**config.mk**
```make
export PLATFORM = sky130hd
export DESIGN_NAME = fir4_mac_flat
export DESIGN_NICKNAME = d
export VERILOG_FILES = /design/src/rtl/fir4_mac_if.sv /design/src/rtl/fir4_mac.sv /design/src/flat_wrapper.sv
export SDC_FILE = /design/constraint.sdc
export NUM_CORES = 1
export LEC_CHECK = 0
export ABC_AREA = 1
export CAP_MARGIN = 10
export CORE_MARGIN = 8
export CORE_UTILIZATION = 54
export DETAILED_ROUTE_END_ITERATION = 12
export PLACE_DENSITY_LB_ADDON = 0.25
export REMOVE_ABC_BUFFERS = 1
export SLEW_MARGIN = 10
export SYNTH_ARGS = -nofsm -noshare
export SYNTH_HDL_FRONTEND = slang
export SYNTH_SLANG_ARGS = --single-unit
```
**constraint.sdc**
```tcl
create_clock -name clk -period 4.96 [get_ports clk]
set_input_delay 0.496 -clock clk [delete_from_list [all_inputs] [get_ports clk]]
set_output_delay 0.496 -clock clk [all_outputs]
set_load 0.01 [all_outputs]
```
**src/rtl/fir4_mac_if.sv**
```systemverilog
// fir4_mac_if: bundles the signals between the 4-tap FIR MAC stage, its
// controller and the upstream sample shift register.
//   start          request one filter computation
//   coef_flat      four packed signed coefficients, tap k at [k*COEF_WIDTH +: COEF_WIDTH]
//   fifo_r_data    signed tap value read combinationally from the shift register
//   fifo_r_address tap select driven by the MAC
//   busy           MAC is accumulating
//   y / y_valid    filtered result and its one-cycle update strobe
// The slave modport is the MAC itself; the master modport is its environment.
interface fir4_mac_if #(
  parameter int DATA_WIDTH = 12,
  parameter int COEF_WIDTH = 8
);
  localparam int ACC_WIDTH = DATA_WIDTH + COEF_WIDTH + 2;

  logic                    start;
  logic [4*COEF_WIDTH-1:0] coef_flat;
  logic [DATA_WIDTH-1:0]   fifo_r_data;
  logic [1:0]              fifo_r_address;
  logic                    busy;
  logic [ACC_WIDTH-1:0]    y;
  logic                    y_valid;

  modport master (
    output start, coef_flat, fifo_r_data,
    input  fifo_r_address, busy, y, y_valid
  );

  modport slave (
    input  start, coef_flat, fifo_r_data,
    output fifo_r_address, busy, y, y_valid
  );
endinterface

```
**src/rtl/fir4_mac.sv**
```systemverilog
// fir4_mac: sequential 4-tap FIR multiply-accumulate stage with one multiplier.
// A start in IDLE latches the coefficients, then taps 0..3 are read over four
// ACC cycles and the result is published on y with a one-cycle y_valid pulse.
// Ports:
//   clk    clock, rising edge
//   rst_n  asynchronous active-low reset
//   bus    fir4_mac_if.slave (start, coef_flat, fifo_r_data in;
//          fifo_r_address, busy, y, y_valid out). Interface widths must
//          match DATA_WIDTH / COEF_WIDTH here.
// Build option: define FIR4_SAT_EN to saturate y to the signed DATA_WIDTH
// range (sign-extended to ACC_WIDTH); the accumulator stays full precision.
//
// state | meaning
// IDLE  | waiting for start; address 0, busy low
// ACC   | one tap per cycle, cnt = tap being read
module fir4_mac #(
  parameter int DATA_WIDTH = 12,
  parameter int COEF_WIDTH = 8
) (
  input  logic         clk,
  input  logic         rst_n,
  fir4_mac_if.slave    bus
);
  localparam int ACC_WIDTH  = DATA_WIDTH + COEF_WIDTH + 2;
  localparam int PROD_WIDTH = DATA_WIDTH + COEF_WIDTH;

  typedef enum logic {IDLE, ACC} state_t;

  state_t                       state_q, state_d;
  logic [1:0]                   cnt_q, cnt_d;
  logic signed [ACC_WIDTH-1:0]  acc_q, acc_d;
  logic signed [ACC_WIDTH-1:0]  y_q, y_d;
  logic                         y_valid_q, y_valid_d;
  logic signed [COEF_WIDTH-1:0] coef_q [4];
  logic signed [COEF_WIDTH-1:0] coef_d [4];

  logic signed [PROD_WIDTH-1:0] data_ext, coef_ext, prod;
  logic signed [ACC_WIDTH-1:0]  prod_ext, sum, y_next;

`ifdef FIR4_SAT_EN
  localparam logic signed [ACC_WIDTH-1:0] SAT_MAX =
    {{(ACC_WIDTH-DATA_WIDTH+1){1'b0}}, {(DATA_WIDTH-1){1'b1}}};
  localparam logic signed [ACC_WIDTH-1:0] SAT_MIN =
    {{(ACC_WIDTH-DATA_WIDTH+1){1'b1}}, {(DATA_WIDTH-1){1'b0}}};
`endif

  // Operands are widened to the full product width first so the multiply
  // is a plain same-width signed product with no implicit extension.
  always_comb begin
    data_ext = {{COEF_WIDTH{bus.fifo_r_data[DATA_WIDTH-1]}}, bus.fifo_r_data};
    coef_ext = {{DATA_WIDTH{coef_q[cnt_q][COEF_WIDTH-1]}}, coef_q[cnt_q]};
    prod     = data_ext * coef_ext;
    prod_ext = {{(ACC_WIDTH-PROD_WIDTH){prod[PROD_WIDTH-1]}}, prod};
    sum      = acc_q + prod_ext;
`ifdef FIR4_SAT_EN
    if (sum > SAT_MAX) begin
      y_next = SAT_MAX;
    end else if (sum < SAT_MIN) begin
      y_next = SAT_MIN;
    end else begin
      y_next = sum;
    end
`else
    y_next = sum;
`endif
  end

  always_comb begin
    state_d   = state_q;
    cnt_d     = cnt_q;
    acc_d     = acc_q;
    y_d       = y_q;
    y_valid_d = 1'b0;
    coef_d    = coef_q;
    if (state_q == IDLE) begin
      if (bus.start) begin
        for (int k = 0; k < 4; k++) begin
          coef_d[k] = bus.coef_flat[k*COEF_WIDTH +: COEF_WIDTH];
        end
        acc_d   = '0;
        cnt_d   = 2'd0;
        state_d = ACC;
      end
    end else begin
      if (cnt_q == 2'd3) begin
        y_d       = y_next;
        y_valid_d = 1'b1;
        acc_d     = '0;
        cnt_d     = 2'd0;
        state_d   = IDLE;
      end else begin
        acc_d = sum;
        cnt_d = cnt_q + 2'd1;
      end
    end
  end

  always_ff @(posedge clk or negedge rst_n) begin
    if (!rst_n) begin
      state_q   <= IDLE;
      cnt_q     <= 2'd0;
      acc_q     <= '0;
      y_q       <= '0;
      y_valid_q <= 1'b0;
      for (int k = 0; k < 4; k++) begin
        coef_q[k] <= '0;
      end
    end else begin
      state_q   <= state_d;
      cnt_q     <= cnt_d;
      acc_q     <= acc_d;
      y_q       <= y_d;
      y_valid_q <= y_valid_d;
      coef_q    <= coef_d;
    end
  end

  // cnt is cleared whenever ACC is left, so it reads 0 throughout IDLE.
  assign bus.fifo_r_address = cnt_q;
  assign bus.busy           = (state_q == ACC);
  assign bus.y              = y_q;
  assign bus.y_valid        = y_valid_q;
endmodule

```
**src/flat_wrapper.sv**
```systemverilog
// flat-port wrapper written by rule: the top's interface ports become plain ports
module fir4_mac_flat 
#(
  parameter int DATA_WIDTH = 12,
  parameter int COEF_WIDTH = 8
)
  (clk, rst_n, bus_start, bus_coef_flat, bus_fifo_r_data, bus_fifo_r_address, bus_busy, bus_y, bus_y_valid);
  fir4_mac_if #(.DATA_WIDTH(DATA_WIDTH), .COEF_WIDTH(COEF_WIDTH)) bus_i ();
  input  logic clk;
  input  logic rst_n;
  input wire logic [$bits(bus_i.start)-1:0] bus_start;
  input wire logic [$bits(bus_i.coef_flat)-1:0] bus_coef_flat;
  input wire logic [$bits(bus_i.fifo_r_data)-1:0] bus_fifo_r_data;
  output wire logic [$bits(bus_i.fifo_r_address)-1:0] bus_fifo_r_address;
  output wire logic [$bits(bus_i.busy)-1:0] bus_busy;
  output wire logic [$bits(bus_i.y)-1:0] bus_y;
  output wire logic [$bits(bus_i.y_valid)-1:0] bus_y_valid;
  assign bus_i.start = bus_start;
  assign bus_i.coef_flat = bus_coef_flat;
  assign bus_i.fifo_r_data = bus_fifo_r_data;
  assign bus_fifo_r_address = bus_i.fifo_r_address;
  assign bus_busy = bus_i.busy;
  assign bus_y = bus_i.y;
  assign bus_y_valid = bus_i.y_valid;
  fir4_mac #(.DATA_WIDTH(DATA_WIDTH), .COEF_WIDTH(COEF_WIDTH)) u_core (.clk(clk), .rst_n(rst_n), .bus(bus_i));
endmodule
```
; ---- Word level (Yosys, flattened, before mapping)
; Cells that the tools add are included.
[op_classes]
mux = 14
div_mod_pow = 0
n_addsub = 2
n_mul = 1
n_bitwise = 2
n_reduce_logical = 3
eq_ne = 1
order_cmp = 1
shift = 0
[op_table]
columns = cell, n
row1 = 2-to-1 mux 22 bit, 3
row2 = adder 22 x 20 -> 22 bit, 1
row3 = multiplier 12 x 8 -> 20 bit, 1
row4 = binary-select mux 8 bit (select 2 bit), 1
row5 = 2-to-1 mux 8 bit, 2
row6 = 2-to-1 mux 2 bit, 3
row7 = 2-to-1 mux 1 bit, 5
row8 = AND reduction 2 bit, 2
row9 = "greater-or-equal comparator 3 bit, second input constant", 1
row10 = NOT 2 -> 3 bit, 1
row11 = "adder 2 x 1 -> 2 bit, second input constant", 1
row12 = "== test 2 bit, second input constant", 1
row13 = nonzero test 2 bit, 1
row14 = NOT 1 bit, 1
[word_totals]
mem_bits_rw = 0
n_memories = 0
latchBits = 0
register_bits = 80
rom_bits = 0
output_inout_bits = 26

; ---- Longest topological paths before layout
[depth]
ltp_word = 8
ltp_mapped = 29
mapped_depth_nobuf = 27

; ---- Least setup slack after synthesis
; OpenSTA, ideal clock, no wires.
[synth_timing]
kind = reg2reg
startpoint = register u_core.cnt_q[0], in the netlist u_core.bus.fifo_r_address[0]
endpoint = register u_core.acc_q[17]
path_stages_with_launch = 24
arrival_ps = 5238
slack_ps = -395
setup_time_ps = 117
path_buffers = 2
path_cell_list = dfrtp_1 buf_4 inv_2 buf_6 nand2_1 nand3_1 nand2_1 nor2_1 inv_1 fa_1 inv_1 fa_1 fa_1 fa_1 ha_1 ha_1 nand2_2 inv_1 a21oi_1 inv_1 a21oi_1 nand3b_1 nand3_1 nand2_1
[synth_via]
elab_chain_cells = 8
word_cells_on_any_way = 9
classes_between = add/sub (1) / mul (1) / eq/ne (1) / mux (5) / bitwise (1)
[synth_rtl]
columns = item, line
row1 = start: declaration, fir4_mac.sv:30  ; logic [1:0] cnt_q, cnt_d;
row2 = start signal: assignment, fir4_mac.sv:110  ; cnt_q <= cnt_d;
row3 = NOT 2 -> 3 bit (implied by the code), fir4_mac.sv:51  ; coef_ext = {{DATA_WIDTH{coef_q[cnt_q][COEF_WIDTH-1]}}, coef_q[cnt_q]};
row4 = binary-select mux 8 bit (select 2 bit), fir4_mac.sv:51
row5 = 2-to-1 mux 8 bit (implied by the code) (2 in a row), fir4_mac.sv:51
row6 = multiplier 12 x 8 -> 20 bit, fir4_mac.sv:52  ; prod = data_ext * coef_ext;
row7 = adder 22 x 20 -> 22 bit, fir4_mac.sv:54  ; sum = acc_q + prod_ext;
row8 = 2-to-1 mux 22 bit (*), fir4_mac.sv:85  ; if (cnt_q == 2'd3) begin
row9 = 2-to-1 mux 22 bit (*), fir4_mac.sv:75  ; if (state_q == IDLE) begin
row10 = end signal: assignment, fir4_mac.sv:102  ; acc_q <= '0;
row11 = end signal: assignment, fir4_mac.sv:111  ; acc_q <= acc_d;
row12 = end: declaration, fir4_mac.sv:31  ; logic signed [ACC_WIDTH-1:0] acc_q, acc_d;
; Every way passes the cells marked *; elsewhere a longest branch is shown, timed or not. The select of a mux whose other input is x is not followed.
; A chain may end at the register's enable or synchronous reset.

; ---- Worst setup path in the final report
[layout_timing]
startpoint = register u_core.cnt_q[0], in the netlist u_core.bus.fifo_r_address[0]
endpoint = register u_core.y_q[20], in the netlist u_core.bus.y[20]
[layout_via]
elab_chain_cells = 6
word_cells_on_any_way = 8
classes_between = add/sub (1) / mul (1) / eq/ne (1) / mux (3) / bitwise (1) / reduce/logical (1)
[layout_rtl]
columns = item, line
row1 = NOT 2 -> 3 bit (implied by the code), fir4_mac.sv:51
row2 = binary-select mux 8 bit (select 2 bit), fir4_mac.sv:51
row3 = 2-to-1 mux 8 bit (implied by the code) (2 in a row), fir4_mac.sv:51
row4 = multiplier 12 x 8 -> 20 bit, fir4_mac.sv:52
row5 = adder 22 x 20 -> 22 bit, fir4_mac.sv:54
row6 = end signal: assignment, fir4_mac.sv:112  ; y_q <= y_d;
row7 = end: declaration, fir4_mac.sv:32  ; logic signed [ACC_WIDTH-1:0] y_q, y_d;
; Parallel ways exist; a longest one is shown, timed or not. The select of a mux whose other input is x is not followed.

==> results_dict.tcl <==
set metrics [dict create \
    cts_buffers 9 \
    ys_ff_latch 80 \
    synth_most_common_cell "nand2_1" \
    worstPathArrival_ns 5.20 \
    clock-sinks 80 \
    remaining_drc_errors 0 \
    grt_pass1_vias 6831 \
    worst_slack_ns -0.00967 \
    die_area_mm2 0.0186 \
    syn_area_per_cell_um2 8.81 \
    clock_latency_ns 0.34 \
    h-tree-depth 3 \
    synthTopCellsByCount "nand2_1, inv_1, fa_1" \
    criticalPathCategory "reg -> reg" \
    pin_count 73 \
    end_kind "flip-flop" \
    cts_root_buffer "clkbuf_16" \
    hp-class "in -> async" \
    synth_top_area_cell "fa_1" \
    ys_seq_area_share_pct 25.6 \
    die_w_um 136 \
    ys.flop_type "dfrtp_1" \
    crit_end "u_core.bus.y[20]" \
    chipHeight_um 136 \
    drtPass1Iterations 5 \
    syn_area_mm2 0.00783 \
    grt_pass1_wl_mm 33.2 \
    synth_async_sr_flop_share_pct 100 \
    cts.clk_slew.worst_paths_ns 0.07 \
    synth.distinct_cells 31 \
    hold-worst-slack_ns 0.327 \
    fin_crit_sh_pct 100 \
    hpwl_mm 15.9 \
    hold_viol_final 0 \
    violations "setup timing" \
    antenna_found_initial 0 \
    synth_edf_count 0 \
    tightestPinTransition_ns 1.04 \
    netlist_instances 888 \
    rsz0062_at_grt "yes" \
    vias 6617 \
    crit_fanout 9 \
    cp-start-kind "flip-flop" \
    r2r_slack_ns -0.01 \
    grt_usage_pct 22.7 \
    nets 1252 \
    area_delta_synth_final_pct 34.5 \
    slew_headroom_pct 30.4 \
    clk_path_buf_depth 2 \
    min_period_ns 4.97 \
    drive_gt1_share_pct 28.0 \
    drt-initial-drc-count 421 \
    r2r_cells 23 \
    numPortBuffers 72 \
    reg2reg_from "u_core.bus.fifo_r_address[0]" \
    required_ns 5.19 \
    synth_warnings 0 \
    post-synth-top-area-fraction_pct 27.6 \
    ant_nets 0 \
    clock_skew_ns 0.00597 \
    outcome "complete, but fails checks" \
    core.rowCount 44 \
    initial_utilization_pct 54.5 \
    grt_remaining_overflow 0 \
    nFillCells 975 \
    max_freq_ghz 0.201 \
    drv_cap 0 \
    ctsHoldBuffers 0 \
    gp_congestion 0.917 \
    slew_viol_final 0 \
    synthTopCellsByArea "fa_1, dfrtp_1, nand2_1" \
    routed_via_density 5.36 \
    startpoint "u_core.bus.fifo_r_address[0]" \
    r2r_end "u_core.bus.y[20]" \
    wl_per_cell_um 17.6 \
    cts_tree "yes" \
    core_mm2 0.0144 \
    grt_max_degree 81 \
    antennaDiodeCount 0 \
    finalSetupViolations 1 \
    wl_mm 21.8 \
]
[final cells by class]
class                           count  area (um^2)  area share [%]
Multi-Input combinational cell    632         5840            55.5
Inverter                          156          608            5.78
Sequential cell                    80         2000            19.0
Timing Repair inverter              1         7.51          0.0713
Clock inverter                      7         61.3           0.583
Timing Repair Buffer              166         1550            14.7
Clock buffer                        9          225            2.14
Tap cell                          184          230            2.19
[worst min-delay path by stage]
stage | to | cells past startpoint
final | u_core.coef_q[0] | 1
after global routing | u_core.coef_q[10] | 1
after CTS | u_core.coef_q[12] | 1
after detailed placement | u_core.bus.y[17] | 2
after global placement | u_core.bus.y[13] | 2
after floorplan | u_core.acc_q[0] | 0
[flip-flops by register name, summed over array words and instances, names as in the netlist]
register	cells
u_core.coef_q	32
u_core.acc_q	22
u_core.bus.y	22
u_core.bus.fifo_r_address	2
u_core.bus.busy	1
u_core.bus.y_valid	1
[metal layers]
| layer | part of all wire, % | GRT usage, % | up-vias |
|---|---|---|---|
| li1 | - | - | 3044 |
| met5 | 0 | 0 | - |
| met4 | 3.8 | 8.11 | 0 |
| met2 | 51 | 38.4 | 219 |
| met3 | 5.6 | 4.58 | 66 |
| met1 | 40 | 28.4 | 3288 |
[cell usage in the layout, fill, tap and decap left out, types with 4 or more instances in the layout]
master and count:
nand2_1 180, nand3_2 19, a21oi_2 8, clkdlybuf4s50_1 71
ha_1 27, buf_6 12, nand3_4 5, ha_4 23
inv_2 9, o21ai_0 19, nor2_1 66, a21oi_1 6
mux2_2 32, dfrtp_1 79, clkbuf_16 10, nor2_4 4
xnor2_1 5, nand3_1 34, nand2_2 34, nand2_4 13
nor2_2 16, inv_1 141, buf_4 76, buf_12 4
fa_1 103, fa_2 5, inv_6 5, o22ai_1 9
nand3b_1 7
[per-stage QoR]
step                std cells  worst slack (ns)  cell area (um^2)  utilization, %  TNS [ns]
floorplan                 868            -0.426              7690               -     -7.27
global placement         1206            -0.382              9300            64.7     -4.86
detailed placement       1206            -0.353              9300            64.7     -4.84
CTS                      1224           0.00629              9670            67.3         0
global route             1235            -0.254             10500            73.2     -2.04
finish                   1235          -0.00967             10500            73.2  -0.00967
[what timing repair did]
item                                    in CTS  in global routing
pin swaps                                    3                 35
endpoints found under the setup margin      25                 30
buffers inserted                             1                 10
gates resized for setup                     19                164
gates cloned                                 1                  1
[kinds of logic (layout without fill, tap and decap cells)]
group	Yosys count	after routing	share of synthesized area [%]
compound gates	48	48	3.45
fa+ha+maj	159	159	35.8
buf+inv	176	339	9.16
xor+xnor	9	9	1.01
simple gates	384	384	20.4
flops	80	80	25.6
mux	32	32	4.60
[worst max-delay path: stages (launching register included)]
cell      delay, ns
dfrtp_2        0.48
buf_6          0.17
nand2_1        0.10
nand3_4        0.09
nand2_4        0.12
inv_6          0.06
buf_12         0.12
nand2_4        0.06
fa_2           0.47
buf_6          0.14
fa_2           0.56
inv_2          0.06
fa_1           0.53
inv_1          0.05
fa_1           0.49
inv_2          0.05
ha_4           0.27
ha_4           0.21
a21oi_1        0.17
o21ai_0        0.12
a21oi_1        0.19
nand3b_1       0.15
nand3_1        0.12
nand2_1        0.06
Power is not shown: default switching activity piles up to over one toggle a cycle in this logic, so the estimate is an artifact.
